==> config.mk <==
export PLATFORM = sky130hd
export DESIGN_NAME = cla_word_sequencer
export DESIGN_NICKNAME = d
export VERILOG_FILES = /design/src/rtl/cla_word_sequencer_pkg.sv /design/src/rtl/cla_word_sequencer_cla.sv /design/src/rtl/cla_word_sequencer.sv
export SDC_FILE = /design/constraint.sdc
export NUM_CORES = 1
export LEC_CHECK = 0
export BUFFER_PORTS_ARGS = -buffer_cell sky130_fd_sc_hd__clkbuf_2
export CAP_MARGIN = 20
export CORE_UTILIZATION = 34
export DETAILED_ROUTE_END_ITERATION = 7
export HOLD_SLACK_MARGIN = 0.03
export SYNTH_ARGS = -nofsm -noshare
export SYNTH_HDL_FRONTEND = slang
export SYNTH_SLANG_ARGS = --single-unit
==> constraint.sdc <==
create_clock -name i_clk -period 18 [get_ports i_clk]
set_input_delay 0 -clock i_clk [delete_from_list [all_inputs] [get_ports i_clk]]
set_output_delay 0 -clock i_clk [all_outputs]
set_load 0.05 [all_outputs]
==> src/rtl/cla_word_sequencer_pkg.sv <==
// Shared definitions for the chunked carry-lookahead word sequencer.
package cla_seq_pkg;

    localparam logic [1:0] ST_IDLE = 2'd0;
    localparam logic [1:0] ST_RUN  = 2'd1;
    localparam logic [1:0] ST_DONE = 2'd2;

    typedef enum logic [1:0] {
        S_IDLE = ST_IDLE,
        S_RUN  = ST_RUN,
        S_DONE = ST_DONE
    } state_e;

    // Width of the chunk index; never narrower than one bit.
    function automatic int idx_width(input int words);
        return (words > 1) ? $clog2(words) : 1;
    endfunction

endpackage

==> src/rtl/cla_word_sequencer_cla.sv <==
// Narrow carry-lookahead adder shared by the word sequencer.
module carry_lookahead_adder #(
    parameter int WIDTH = 8
) (
    input  logic [WIDTH-1:0] i_a,
    input  logic [WIDTH-1:0] i_b,
    input  logic             i_cin,
    output logic [WIDTH-1:0] o_sum,
    output logic             o_cout
);

    logic [WIDTH-1:0] gen;
    logic [WIDTH-1:0] prop;
    logic [WIDTH:0]   carry;
    logic             c_acc;

    assign gen  = i_a & i_b;
    assign prop = i_a ^ i_b;

    // Each carry is expanded independently from generate/propagate terms so it flattens to its own lookahead equation.
    always_comb begin
        carry = '0;
        c_acc = 1'b0;
        for (int i = 0; i <= WIDTH; i++) begin
            c_acc = i_cin;
            for (int j = 0; j < i; j++) begin
                c_acc = gen[j] | (prop[j] & c_acc);
            end
            carry[i] = c_acc;
        end
    end

    assign o_sum  = prop ^ carry[WIDTH-1:0];
    assign o_cout = carry[WIDTH];

endmodule

==> src/rtl/cla_word_sequencer.sv <==
// Multi-cycle wide add/sub: one narrow adder walks the operand chunks LS-first, carrying between chunks in a flop.
module cla_word_sequencer
    import cla_seq_pkg::*;
#(
    parameter int WIDTH = 32,
    parameter int WORDS = 4
) (
    input  logic                     i_clk,
    input  logic                     i_rst,
    input  logic                     i_start_valid,
    output logic                     o_start_ready,
    input  logic                     i_sub,
    input  logic [WIDTH*WORDS-1:0]   i_add1,
    input  logic [WIDTH*WORDS-1:0]   i_add2,
    output logic                     o_busy,
    output logic                     o_valid,
    input  logic                     i_ready,
    output logic [WIDTH*WORDS:0]     o_result
);

    localparam int N  = WIDTH * WORDS;
    localparam int IW = idx_width(WORDS);
    localparam logic [IW-1:0] LAST_IDX = IW'(WORDS - 1);

    state_e          state_q, state_d;
    logic [IW-1:0]   idx_q, idx_d;
    logic            carry_q, carry_d;
    logic [N-1:0]    a_q, a_d;
    logic [N-1:0]    b_q, b_d;
    logic [N:0]      result_q, result_d;

    logic [WIDTH:0]  add_a;
    logic [WIDTH:0]  add_b;
    logic [WIDTH:0]  add_sum;
    logic            add_cout;
    logic            unused_sum_lsb;

    // The forced 1 in bit 0 of A plus the carry flop in bit 0 of B injects the inter-chunk carry into bit 1.
    assign add_a = {a_q[idx_q*WIDTH +: WIDTH], 1'b1};
    assign add_b = {b_q[idx_q*WIDTH +: WIDTH], carry_q};
    assign unused_sum_lsb = add_sum[0];

    carry_lookahead_adder #(
        .WIDTH (WIDTH + 1)
    ) u_cla (
        .i_a    (add_a),
        .i_b    (add_b),
        .i_cin  (1'b0),
        .o_sum  (add_sum),
        .o_cout (add_cout)
    );

    // Next-state and datapath updates: capture at accept, one chunk per RUN cycle, hold in DONE.
    always_comb begin
        state_d  = state_q;
        idx_d    = idx_q;
        carry_d  = carry_q;
        a_d      = a_q;
        b_d      = b_q;
        result_d = result_q;
        case (state_q)
            S_IDLE: begin
                if (i_start_valid) begin
                    a_d      = i_add1;
                    b_d      = i_sub ? ~i_add2 : i_add2;
                    carry_d  = i_sub;
                    idx_d    = '0;
                    result_d = '0;
                    state_d  = S_RUN;
                end
            end
            S_RUN: begin
                result_d[idx_q*WIDTH +: WIDTH] = add_sum[WIDTH:1];
                carry_d = add_cout;
                idx_d   = idx_q + 1'b1;
                if (idx_q == LAST_IDX) begin
                    result_d[N] = add_cout;
                    state_d     = S_DONE;
                end
            end
            S_DONE: begin
                if (i_ready) begin
                    state_d = S_IDLE;
                end
            end
            default: begin
                state_d = S_IDLE;
            end
        endcase
    end

    // State and datapath registers; reset discards any operation in flight.
    always_ff @(posedge i_clk or posedge i_rst) begin
        if (i_rst) begin
            state_q  <= S_IDLE;
            idx_q    <= '0;
            carry_q  <= 1'b0;
            a_q      <= '0;
            b_q      <= '0;
            result_q <= '0;
        end else begin
            state_q  <= state_d;
            idx_q    <= idx_d;
            carry_q  <= carry_d;
            a_q      <= a_d;
            b_q      <= b_d;
            result_q <= result_d;
        end
    end

    assign o_start_ready = (state_q == S_IDLE);
    assign o_busy        = (state_q == S_RUN);
    assign o_valid       = (state_q == S_DONE);
    assign o_result      = result_q;

endmodule

# Word-level counts from Yosys, hierarchy flattened
# Cells that the tools add are included.
# op_classes
n_addsub,2
eq_ne,6
shifts,4
n_mux,13
n_bitwise,68
reduce_logical,5
# op_table
operator,n
129-bit case mux with 2 select lines,1
128-bit by 8-bit variable part select with 32-bit output,2
129-bit bitwise mux,1
129-bit 2-to-1 mux,1
"32-bit by 34-bit variable shift with 129-bit output, first input constant",1
32-bit by 34-bit variable part select with 129-bit output,1
128-bit 2-to-1 mux,1
128-bit inverter,1
33-bit bitwise XOR,2
7-bit negator with 34-bit output,1
33-bit AND,1
1-bit AND,32
1-bit OR,32
2-bit 2-to-1 mux,4
2-bit case mux with 3 select lines,1
"2-bit equality test, second input constant",2
"2-bit by 1-bit != test with 1-bit output, second input constant",2
2-bit case mux with 2 select lines,1
2-bit AND reduction,2
3-bit AND reduction,1
"2-bit by 1-bit adder with 2-bit output, second input constant",1
"2-bit by 1-bit equality test with 1-bit output, second input constant",1
2-bit zero test,1
1-bit 2-to-1 mux,2
3 further kinds,3
# totals
register_bits,390
in_bits,261
out_inout_bits,132
word_cells,104

# Depth between registers and ports, before layout
# logic_depth
word_depth,69
mapped_depth,39
ltp_nobuf,37

# Modules after synthesis
# From an unflattened synthesis, not the netlist that was laid out.
# unflattened
hier_cells,1555
hier_area_um2,17780.8
# modules_own_cells
mod,n_inst,cells_each,area_per_inst_um2,seq_area_each_um2
cla_word_sequencer,1,1512,17082.6,9759.4
carry_lookahead_adder,1,43,698.2,0.0

# Least setup slack after synthesis
# No wires, ideal clock.
# synth_timing
path_type,reg2reg
start,register idx_q[1]
end,register result_q[63] (netlist: o_result[63])
setup_time_ns,0.121
arrival_time_ns,13.418
t_required_ns,17.879
setup_slack_ns,4.461
stages_incl_launch_ff,39
n_path_buf,2
period_less_slack_ns,13.539
cell_sequence,dfrtp_1 clkbuf_1 buf_2 mux4_2 fa_1 inv_1 fa_1 fa_1 fa_1 fa_1 fa_1 fa_1 fa_1 fa_1 fa_1 fa_1 fa_1 fa_1 [... 3 more ...] fa_1 fa_1 fa_1 fa_1 fa_1 fa_1 fa_1 fa_1 fa_1 fa_1 fa_1 fa_1 fa_1 fa_1 fa_1 inv_1 fa_1 a22o_1
# synth_between
elab_chain_len,68
elab_cells_between_ends,72
cone_classes,add/sub: 1; shift: 4; mux: 2; bitwise: 65
# synth_lines
item,line_no,rtl
from (decl),cla_word_sequencer.sv:26,"logic [IW-1:0] idx_q, idx_d;"
from (signal assigned),cla_word_sequencer.sv:103,idx_q <= idx_d;
128-bit by 8-bit variable part select with 32-bit output (on tied branches),"cla_word_sequencer.sv:39, cla_word_sequencer.sv:40",
33-bit bitwise XOR,cla_word_sequencer_cla.sv:18,assign prop = i_a ^ i_b;
1-bit AND,cla_word_sequencer_cla.sv:27,c_acc = gen[j] | (prop[j] & c_acc);
1-bit OR,cla_word_sequencer_cla.sv:27,
1-bit AND,cla_word_sequencer_cla.sv:27,
1-bit OR,cla_word_sequencer_cla.sv:27,
1-bit AND,cla_word_sequencer_cla.sv:27,
1-bit OR,cla_word_sequencer_cla.sv:27,
[... 52 more ...],-,
1-bit AND,cla_word_sequencer_cla.sv:27,
1-bit OR,cla_word_sequencer_cla.sv:27,
1-bit AND,cla_word_sequencer_cla.sv:27,
1-bit OR,cla_word_sequencer_cla.sv:27,
33-bit bitwise XOR,cla_word_sequencer_cla.sv:33,assign o_sum = prop ^ carry[WIDTH-1:0];
32-bit by 34-bit variable part select with 129-bit output,cla_word_sequencer.sv:73,result_d[idx_q*WIDTH +: WIDTH] = add_sum[WIDTH:1];
129-bit bitwise mux (*),cla_word_sequencer.sv:73,
129-bit case mux with 2 select lines (*),cla_word_sequencer.sv:61,case (state_q)
to (signal assigned),cla_word_sequencer.sv:107,result_q <= result_d;
to (decl),cla_word_sequencer.sv:30,"logic [N:0] result_q, result_d;"
# Mark *: on every way between the ends. The rest lies on a longest branch, timed or not.
# A chain may end at the register's enable or synchronous reset.

# Worst setup path in the final report
# Ends and elaborated chain as after synthesis.

==> flow_summary.json <==
{
  "track_usage_pct": 20.2,
  "vdd_drop_max_mv": 0.109,
  "areaGrowthSynthToFinish_pct": 35.1,
  "drc": 0,
  "startpoint_type": "register",
  "cts_resized": 0,
  "holdBufCountCts": 259,
  "synth-seq-cells": 390,
  "min_path_cells": 3,
  "drt_pass1_iterations": 5,
  "viasPerCell": 4.79,
  "die_y_um": 233,
  "core_sq_mm": 0.0527,
  "leakage_nw": 11.7,
  "final_hold_viol_count": 0,
  "p_int_w": 0.00267,
  "crit_cells": 36,
  "reg2reg_depth": 36,
  "cts_buffers": 44,
  "ys.flop_type": "dfrtp_1",
  "rr_endpoint": "o_result[63]",
  "detail_route.iter0.violations": 911,
  "min_path_type": "input port to register",
  "worst_ep_arrival_time_ns": 15.14,
  "final_cell_mix": "nand2_1, clkbuf_2, dfrtp_1",
  "power_frac_comb_pct": 50.8,
  "grt_pass1_vias": 14706,
  "p_switching_w": 0.00222,
  "cpMostUsedCell": "fa_1",
  "grt_max_degree": 133,
  "path_clk_slew_ns": 0.06,
  "path_max_fanout": 40,
  "insertion_delay_ns": 0.57,
  "drive_gt1_share_pct": 26.1,
  "switching_share_pct": 45.4,
  "holdCritStartpoint": "i_sub",
  "routed_wl_mm": 55.0,
  "syn_avg_cell_area_sq_um": 11.3,
  "ff_latch_area_sq_mm": 0.00977,
  "crit_buf_inv": 2,
  "rsz0062_at_grt": "false",
  "synth_edf_count": 0,
  "ant_nets": 0,
  "layout_commonest_cell": "nand2_1",
  "via_count": 14035,
  "setup_violations": 0,
  "fin_nets": 2506,
  "syn_area_sq_mm": 0.0181,
  "drt-wirelength-per-cell_um": 18.7,
  "seq_area_frac_synth_pct": 53.8,
  "synth_cell_types": 34,
  "cpLargestDelayFamily": "adder cells",
  "p_per_area_mw_per_mm2": 199,
  "cts_tree": "done",
  "io_pins": 393,
  "p_seq_share_pct": 30.4,
  "worstPathRequired_ns": 18.46,
  "timing.fmax_mhz": 68.1,
  "grt_overflow": 0,
  "async_flop_share_pct": 100,
  "tns_ns": 0,
  "end_kind": "register",
  "root_buffer": "clkbuf_16",
  "path_class": "register to register",
  "maxCapViolCount": 0,
  "timing.final.crit_share_pct": 81.6,
  "syn_inst": 1605,
  "antenna_found_initial": 9,
  "worst_pin_slew_ns": 1.13,
  "multi_input_area_sq_mm": 0.00739,
  "run_status": "finished clean",
  "synthesis.nets": 1902,
  "grt_pass1_wl_mm": 84.1,
  "p_total_w": 0.00488,
  "clockPowerShare_pct": 18.8,
  "io_buffer_count": 392,
  "die_width_um": 233,
  "dieArea_sq_mm": 0.0543,
  "cts.sinks": 390,
  "htreeDepth": 2,
  "yosysWarnings": 0,
  "hold_end": "b_q[87]",
  "clockBufferDepth": 3,
  "fillers": 4738,
  "worst_slack_ns": 3.32,
  "row_count": 84,
  "postCtsSetupBuffers": 0,
  "regToRegSetupSlack_ns": 3.32,
  "cpMaxStageDelayCell": "dfrtp_4",
  "dpl.hpwl_mm": 35.6,
  "cpPeakStageDelay_ns": 0.88,
  "timing.final.crit_period_ns": 14.68,
  "r2r-start": "idx_q[1]",
  "pre_cts_ws_ns": 3.28,
  "relSlewSlack_pct": 25.0,
  "gp_congestion": 0.815,
  "finClkSkew_ns": 0.0236,
  "slew_violations": 0,
  "start_util_pct": 34.4
}
-- worst max-delay path by stage --
stage | start | to | slack, ns
floorplan | idx_q[1] | o_result[63] | 4.46
global placement | idx_q[1] | o_result[95] | 3.37
detailed placement | idx_q[1] | o_result[63] | 3.28
CTS | idx_q[1] | o_result[63] | 3.25
global route | idx_q[1] | o_result[31] | 2.91
finish | idx_q[1] | o_result[63] | 3.32
-- synthesized netlist by cell type, types with 4 or more instances --
| master | number | area share, % |
|---|---|---|
| nand2_1 | 519 | 11 |
| dfrtp_1 | 390 | 54 |
| xnor2_1 | 128 | 6.2 |
| o21ai_1 | 110 | 3.0 |
| o2bb2ai_1 | 94 | 4.5 |
| inv_1 | 69 | 1.4 |
| mux4_2 | 64 | 7.9 |
| buf_2 | 58 | 1.6 |
| buf_6 | 32 | 2.0 |
| fa_1 | 32 | 3.5 |
| o2bb2ai_2 | 30 | 2.5 |
| clkbuf_1 | 23 | 0.48 |
| o21ai_0 | 20 | 0.55 |
| a22o_1 | 6 | 0.29 |
| a21o_1 | 4 | 0.17 |
| ha_1 | 4 | 0.28 |
-- layer usage --
metal	track usage (%)	vias to the layer above	share of wire [%]
met3	3.76	111	4.8
met4	6.86	10	2.9
li1	-	6546	-
met1	28.5	6979	46
met2	31.3	389	46
met5	0	-	0.12
-- per-stage QoR --
stage	cells	hold WS, ns	utilization (%)	area [sq um]
3_5_place_dp	2591	0.196	38.7	20400
5_1_grt	2930	0.166	46.5	24500
3_3_place_gp	2591	0.192	38.7	20400
2_1_floorplan	1605	0.105	-	18100
4_1_cts	2926	0.118	46.4	24500
6_report	2932	0.155	46.5	24500
-- cell families (layout without fill, tap and decap cells) --
| group | after synthesis | in the layout | share of synthesized area, % |
|---|---|---|---|
| AND/OR/NAND/NOR | 536 | 536 | 11.4 |
| flip-flops | 390 | 390 | 53.8 |
| AO/OA/AOI/OAI | 268 | 268 | 11.2 |
| buffers and inverters | 182 | 816 | 5.49 |
| XOR/XNOR | 128 | 128 | 6.18 |
| multiplexers | 65 | 65 | 8.00 |
| adder cells (fa/ha/maj) | 36 | 36 | 3.81 |
| other | 0 | 5 | 0 |
-- power by group through the flow --
stage | clock network [W] | logic, W | registers [W]
3_3_place_gp | 0 | 0.00239 | 0.00148
5_1_grt | 0.000974 | 0.00270 | 0.00153
2_1_floorplan | 0 | 0.00145 | 0.00170
6_report | 0.000919 | 0.00248 | 0.00149
4_1_cts | 0.000944 | 0.00249 | 0.00149
3_5_place_dp | 0 | 0.00244 | 0.00150
-- layout make-up --
type	instances	share of cell area [%]
well taps	688	3.51
clock buffers	62	5.27
inverters	69	1.09
clock inverters	14	0.736
repair buffers	671	19.3
diodes	5	0.0511
multi-input cells	1033	30.2
flip-flops and latches	390	39.9
-- worst min-delay path: stages --
cell,delay (ns)
buf_6,0.35
xnor2_1,0.27
o21ai_1,0.05
-- flip-flops by register name (all words and copies together), names as in the netlist --
signal / flops
o_result: 129
a_q: 128
b_q: 128
idx_q: 2
state_q: 2
carry_q: 1
Power figures use the tool's default switching activity.
